$ cat src/rtl/adder_pipe_pkg.sv
// Shared types and constant helpers for the pipelined add/sub primitive.
package adder_pipe_pkg;

    localparam int MAX_W = 64;

    // Sideband travelling alongside each stage's partial result.
    typedef struct packed {
        logic valid;
        logic sub;
        logic sat;
        logic carry;
    } side_t;

    function automatic int chunk_w(input int width, input int stages);
        return width / stages;
    endfunction

    function automatic logic [MAX_W-1:0] sat_pos(input int width);
        return {MAX_W{1'b1}} >> (MAX_W - width + 1);
    endfunction

    function automatic logic [MAX_W-1:0] sat_neg(input int width);
        return {{(MAX_W-1){1'b0}}, 1'b1} << (width - 1);
    endfunction

endpackage

$ cat src/rtl/adder_pipe_nbit_chunk.sv
// CHUNK-bit combinational ripple adder; also exposes the carry into its MSB
// so the last stage can derive signed overflow.
module adder_chunk
    import adder_pipe_pkg::*;
#(
    parameter int W = 4
) (
    input  logic [W-1:0] a_i,
    input  logic [W-1:0] b_i,
    input  logic         c_i,
    output logic [W-1:0] s_o,
    output logic         c_o,
    output logic         c_msb_o
);

    logic [W:0] c;

    always_comb begin
        c    = '0;
        s_o  = '0;
        c[0] = c_i;
        for (int i = 0; i < W; i++) begin
            s_o[i]   = a_i[i] ^ b_i[i] ^ c[i];
            c[i+1]   = (a_i[i] & b_i[i]) | (c[i] & (a_i[i] ^ b_i[i]));
        end
    end

    assign c_o     = c[W];
    assign c_msb_o = c[W-1];

endmodule

$ cat src/rtl/adder_pipe_nbit.sv
// WIDTH-bit pipelined adder/subtractor, STAGES chunks with registered carry.
// Optional signed saturation enabled by defining ADDER_PIPE_SAT_EN.
module adder_pipe_nbit
    import adder_pipe_pkg::*;
#(
    parameter int WIDTH  = 16,
    parameter int STAGES = 4
) (
    input  logic             CLK,
    input  logic             RST_N,
    input  logic [WIDTH-1:0] A,
    input  logic [WIDTH-1:0] B,
    input  logic             C0,
    input  logic             SUB,
`ifdef ADDER_PIPE_SAT_EN
    input  logic             SAT,
`endif
    input  logic             IN_VALID,
    output logic             IN_READY,
    output logic [WIDTH-1:0] F,
    output logic             C1,
    output logic             OVF,
    output logic             OUT_VALID,
    input  logic             OUT_READY
);

    localparam int CHUNK = chunk_w(WIDTH, STAGES);
    localparam logic [MAX_W-1:0] SAT_P_FULL = sat_pos(WIDTH);
    localparam logic [MAX_W-1:0] SAT_N_FULL = sat_neg(WIDTH);
    localparam logic [WIDTH-1:0] SAT_P = SAT_P_FULL[WIDTH-1:0];
    localparam logic [WIDTH-1:0] SAT_N = SAT_N_FULL[WIDTH-1:0];

    logic             en;
    logic             sat_in;
    side_t            sd_in;
    logic             vld_q;
    logic [WIDTH-1:0] f_q;
    logic             c1_q;
    logic             ovf_q;

`ifdef ADDER_PIPE_SAT_EN
    assign sat_in = SAT;
`else
    assign sat_in = 1'b0;
`endif

    // Whole pipeline advances together; only a held output stalls it.
    assign en       = !vld_q || OUT_READY;
    assign IN_READY = en;

    // Subtraction enters as A + ~B + ~C0; B inversion happens per chunk.
    assign sd_in = '{valid: IN_VALID, sub: SUB, sat: sat_in, carry: C0 ^ SUB};

    for (genvar k = 0; k < STAGES; k++) begin : g_stg
        localparam int HI = WIDTH - k * CHUNK;
        localparam int LO = k * CHUNK;

        logic [HI-1:0]       a_s;
        logic [HI-1:0]       b_s;
        side_t               sd_s;
        logic [CHUNK-1:0]    s;
        logic                co;
        logic                cmsb;
        logic [LO+CHUNK-1:0] res;

        if (k == 0) begin : g_src
            assign a_s  = A;
            assign b_s  = B;
            assign sd_s = sd_in;
            assign res  = s;
        end else begin : g_src
            assign a_s  = g_stg[k-1].g_mid.a_q;
            assign b_s  = g_stg[k-1].g_mid.b_q;
            assign sd_s = g_stg[k-1].g_mid.sd_q;
            assign res  = {s, g_stg[k-1].g_mid.f_q};
        end

        adder_chunk #(.W(CHUNK)) u_chunk (
            .a_i     (a_s[CHUNK-1:0]),
            .b_i     (b_s[CHUNK-1:0] ^ {CHUNK{sd_s.sub}}),
            .c_i     (sd_s.carry),
            .s_o     (s),
            .c_o     (co),
            .c_msb_o (cmsb)
        );

        if (k < STAGES - 1) begin : g_mid
            // Operands shrink and the result grows by one chunk per stage.
            logic [HI-CHUNK-1:0] a_q;
            logic [HI-CHUNK-1:0] b_q;
            logic [LO+CHUNK-1:0] f_q;
            side_t               sd_q;
            logic                unused_cmsb;

            assign unused_cmsb = cmsb;

            always_ff @(posedge CLK or negedge RST_N) begin
                if (!RST_N) begin
                    a_q  <= '0;
                    b_q  <= '0;
                    f_q  <= '0;
                    sd_q <= '0;
                end else if (en) begin
                    sd_q.valid <= sd_s.valid;
                    if (sd_s.valid) begin
                        a_q        <= a_s[HI-1:CHUNK];
                        b_q        <= b_s[HI-1:CHUNK];
                        f_q        <= res;
                        sd_q.sub   <= sd_s.sub;
                        sd_q.sat   <= sd_s.sat;
                        sd_q.carry <= co;
                    end
                end
            end
        end else begin : g_last
            logic             ovf_d;
            logic [WIDTH-1:0] f_d;

            assign ovf_d = cmsb ^ co;

            // On overflow both effective operands share A's sign, so A's MSB
            // gives the direction to clamp towards.
            always_comb begin
                f_d = res;
                if (sd_s.sat && ovf_d) begin
                    f_d = a_s[HI-1] ? SAT_N : SAT_P;
                end
            end

            always_ff @(posedge CLK or negedge RST_N) begin
                if (!RST_N) begin
                    vld_q <= 1'b0;
                    f_q   <= '0;
                    c1_q  <= 1'b0;
                    ovf_q <= 1'b0;
                end else if (en) begin
                    vld_q <= sd_s.valid;
                    if (sd_s.valid) begin
                        f_q   <= f_d;
                        c1_q  <= co;
                        ovf_q <= ovf_d;
                    end
                end
            end
        end
    end

    assign F         = f_q;
    assign C1        = c1_q;
    assign OVF       = ovf_q;
    assign OUT_VALID = vld_q;

endmodule

$ cat config.mk
export PLATFORM = sky130hd
export DESIGN_NAME = adder_pipe_nbit
export DESIGN_NICKNAME = d
export VERILOG_FILES = /design/src/rtl/adder_pipe_pkg.sv /design/src/rtl/adder_pipe_nbit_chunk.sv /design/src/rtl/adder_pipe_nbit.sv
export SDC_FILE = /design/constraint.sdc
export NUM_CORES = 1
export LEC_CHECK = 0
export CAP_MARGIN = 20
export CORE_MARGIN = 2
export CORE_UTILIZATION = 50
export DETAILED_ROUTE_END_ITERATION = 16
export PLACE_DENSITY_LB_ADDON = 0.15
export SLEW_MARGIN = 20
export SYNTH_ARGS = -nofsm -noshare
export SYNTH_HDL_FRONTEND = slang
export SYNTH_SLANG_ARGS = --single-unit
$ cat constraint.sdc
create_clock -name CLK -period 3.96 [get_ports CLK]
set_input_delay 0.792 -clock CLK [delete_from_list [all_inputs] [get_ports CLK]]
set_output_delay 0.792 -clock CLK [all_outputs]
set_load 0.005 [all_outputs]
==> results.md <==
* Status: completed
* Sequential area share after synthesis at 54.2%
* Cells on worst reg2reg path at 9
* Clk_lat worst skew at 370 ps
* DR pass1 iterations at 4
* Worst R2R Setup Slack at 1330 ps
* Main combinational cell family by area after synthesis: multiplexers
* Pin count of the biggest net entering global routing at 86
* Cell Area, Synth at 0.00462 mm^2
* Initial antenna violation count at 0
* FF-to-FF Start: g_stg[2].g_mid.sd_q[2]
* Synth Warn # at 0
* RR Endpoint: F[15]
* Chip Height at 100 um
* Worst endpoint required time at 4220 ps
* Power Internal at 2990 uW
* Total Power at 4360 uW
* Placer Congestion at 0.760
* Post-DP Area at 0.00522 mm^2
* Routed WL per cell at 15.0 um
* Total number of vias at 2,290
* Final HPWL DP at 4.83 mm
* Register bit count reported by yosys at 100
* Slew Limit Fails at 0
* Worst setup path class: primary input to register
* Total global-route track usage at 15.6%
* Most common library cell in the layout ignoring fill and taps: dfrtp_1
* Worst Path Arrival at 3350 ps
* Instance count on the critical path at 10
* Worst setup SP type: primary input
* Final core utilization at 59.5%
* DP Cell Count at 445
* Worst path cell trace: clkdlybuf4s50_1 > xnor2_1 > fa_1 > inv_1 > fa_1 > inv_1 > fa_1 > inv_1 > fa_1 > mux2_4
* H-Tree Depth at 3
* Worst-path fanout max at 6
* Combinational share of power at 43.3%
* Worst path slowest cell: clkdlybuf4s50_1
* Drt total wl at 6.90 mm
* First-pass GRT wire length at 11.9 mm
* Layout cell share with drive strength beyond 1 at 31.7%
* Setup repair after global routing missed its margin: false
* Fmax at 323 MHz
* ANT nets after route at 0
* Xor/xnor share of the synthesized area at 3.41%
* Worst-Margin Slew at 746 ps
* Leakage at 0.00258 uW
* VDD IR max at 0.273 mV
* Residual DRC at 0
* Fin cells at 461
* Post-CTS sizing at 0
* Remaining Overflow, GRT at 0
* Simple-Gate Fraction of Synth Area at 1.36%
* Final Cycle Share at 78.1%
* Die area at 0.0100 mm^2
* Pwr per Cell Area at 803 mW/mm^2
* CP dominant cell by count: fa_1
* Clk pin slew, worst setup/hold paths at 100 ps
* Clk Tree Root Cell: clkbuf_8
* Longest Clk Path Bufs at 2
* Layout Nets at 399
* CTS tree: built
* Initial core utilization at 50.7%
* Hold Fails Final Rpt at 0
* Total negative setup slack at 0 ps
* Mux cell area share after synthesis at 26.7%
* CTS Buf Count at 9
* Synth unique cells at 14
* Sequential Power Share at 41.3%
* Postcts setup bufs at 0
* CTS sink cnt at 100
* Post-Syn Area per Cell at 16.0 um^2
* Synth Area in Compound Gates at 2.28%
* Rows at 35
* Nature of the critical path endpoint: register
* Clk_skew at 13.2 ps
* Crit path max-delay family: adder cells
* Buf+Inv Stages, Crit Path at 4
* Clock power frac at 15.4%
* Post-Syn Instances at 289
* Final std cell area, no fill at 0.00542 mm^2
* Vias in the first global route at 2,343
* Fin crit period at 3090 ps
* Vias per Instance at 4.97
* Sw Share at 31.4%
* NetSw at 1370 uW
* Slew margin rel. at 50.3%
* Synth Net Count at 343
* Area delta synth->final at 17.5%
* Max incr delay on CP at 650 ps
* Ports at 58
* Critical Path Start: SUB
* Synth Area in Adders at 6.94%
* Port Buffer Count at 57
* Core Area at 0.00911 mm^2
* Hold Path Class: primary input to async pin
* Max-cap violations at 0
* Initial drt markers at 86
* N_diodes at 0
* Most frequent cells in the layout: dfrtp_1 (100), mux2_4 (68), clkdlybuf4s50_1 (56)
* Hold Buf Count CTS at 0
* Die Width at 100 um
* Setup Viol. Count Final at 0
==> cells in the mapped netlist, drive strengths merged <==
master | count | area (um^2)
buf | 9 | 101
clkbuf | 4 | 15.0
dfrtp | 100 | 2500
fa | 16 | 320
inv | 28 | 118
mux2 | 87 | 1230
nand2 | 5 | 48.8
nor2b | 1 | 13.8
o21ai | 21 | 105
xnor2 | 9 | 78.8
xor2 | 9 | 78.8
==> state kept, by name (all words and copies together), names as in the netlist <==
register and count:
g_stg.g_mid.f_q 24, F 16, C1 1, g_stg.g_mid.a_q 24, OVF 1, g_stg.g_mid.sd_q 9, g_stg.g_mid.b_q 24, OUT_VALID 1
==> cell families (layout without fill, tap and decap cells) <==
kind of cell	after synthesis	in the layout
and+or+nand+nor	6	6
buffers and inverters	41	102
adders and majority gates	16	16
DFF	100	100
muxes	87	87
AOI/OAI and AO/OA	21	21
xor gates and xnor gates	18	18
==> worst max path at each step <==
stage / to / slack, ps
2_1_floorplan: g_stg[0].g_mid.f_q[3] / 940
3_3_place_gp: g_stg[0].g_mid.f_q[3] / 510
3_5_place_dp: g_stg[0].g_mid.f_q[3] / 460
4_1_cts: g_stg[0].g_mid.f_q[3] / 860
5_1_grt: g_stg[0].g_mid.f_q[3] / 730
6_report: g_stg[0].g_mid.f_q[3] / 870
==> cell type report <==
class / count / area [um^2]
fill: 731 / 3680
sequential: 100 / 2500
multi-input combinational: 148 / 1880
timing repair buffer: 58 / 579
tap: 111 / 139
clock buffer: 9 / 124
inverter: 28 / 118
clock inverter: 7 / 81.3
==> layer usage <==
layer  track usage [%]  vias up  share of wire, %
li1                  -     1070                 -
met1              21.8     1166                48
met2              24.3       45                47
met3              2.79        9               3.4
met4              6.95        0               1.8
met5                 0        -                 0
==> power by group through the flow <==
stage	combinational [uW]	sequential (uW)	clock, uW
floorplan	1490	1710	0
global route	2100	1870	735
CTS	1930	1810	689
detailed placement	1920	1830	0
global placement	1870	1810	0
finish	1890	1800	673
==> per-stage QoR <==
stage	hold WS (ps)	setup WS, ps
after floorplan	467	943
after CTS	507	860
after detailed placement	485	464
final	457	866
after global placement	484	510
after global routing	515	734
Power figures use the tool's default switching activity.
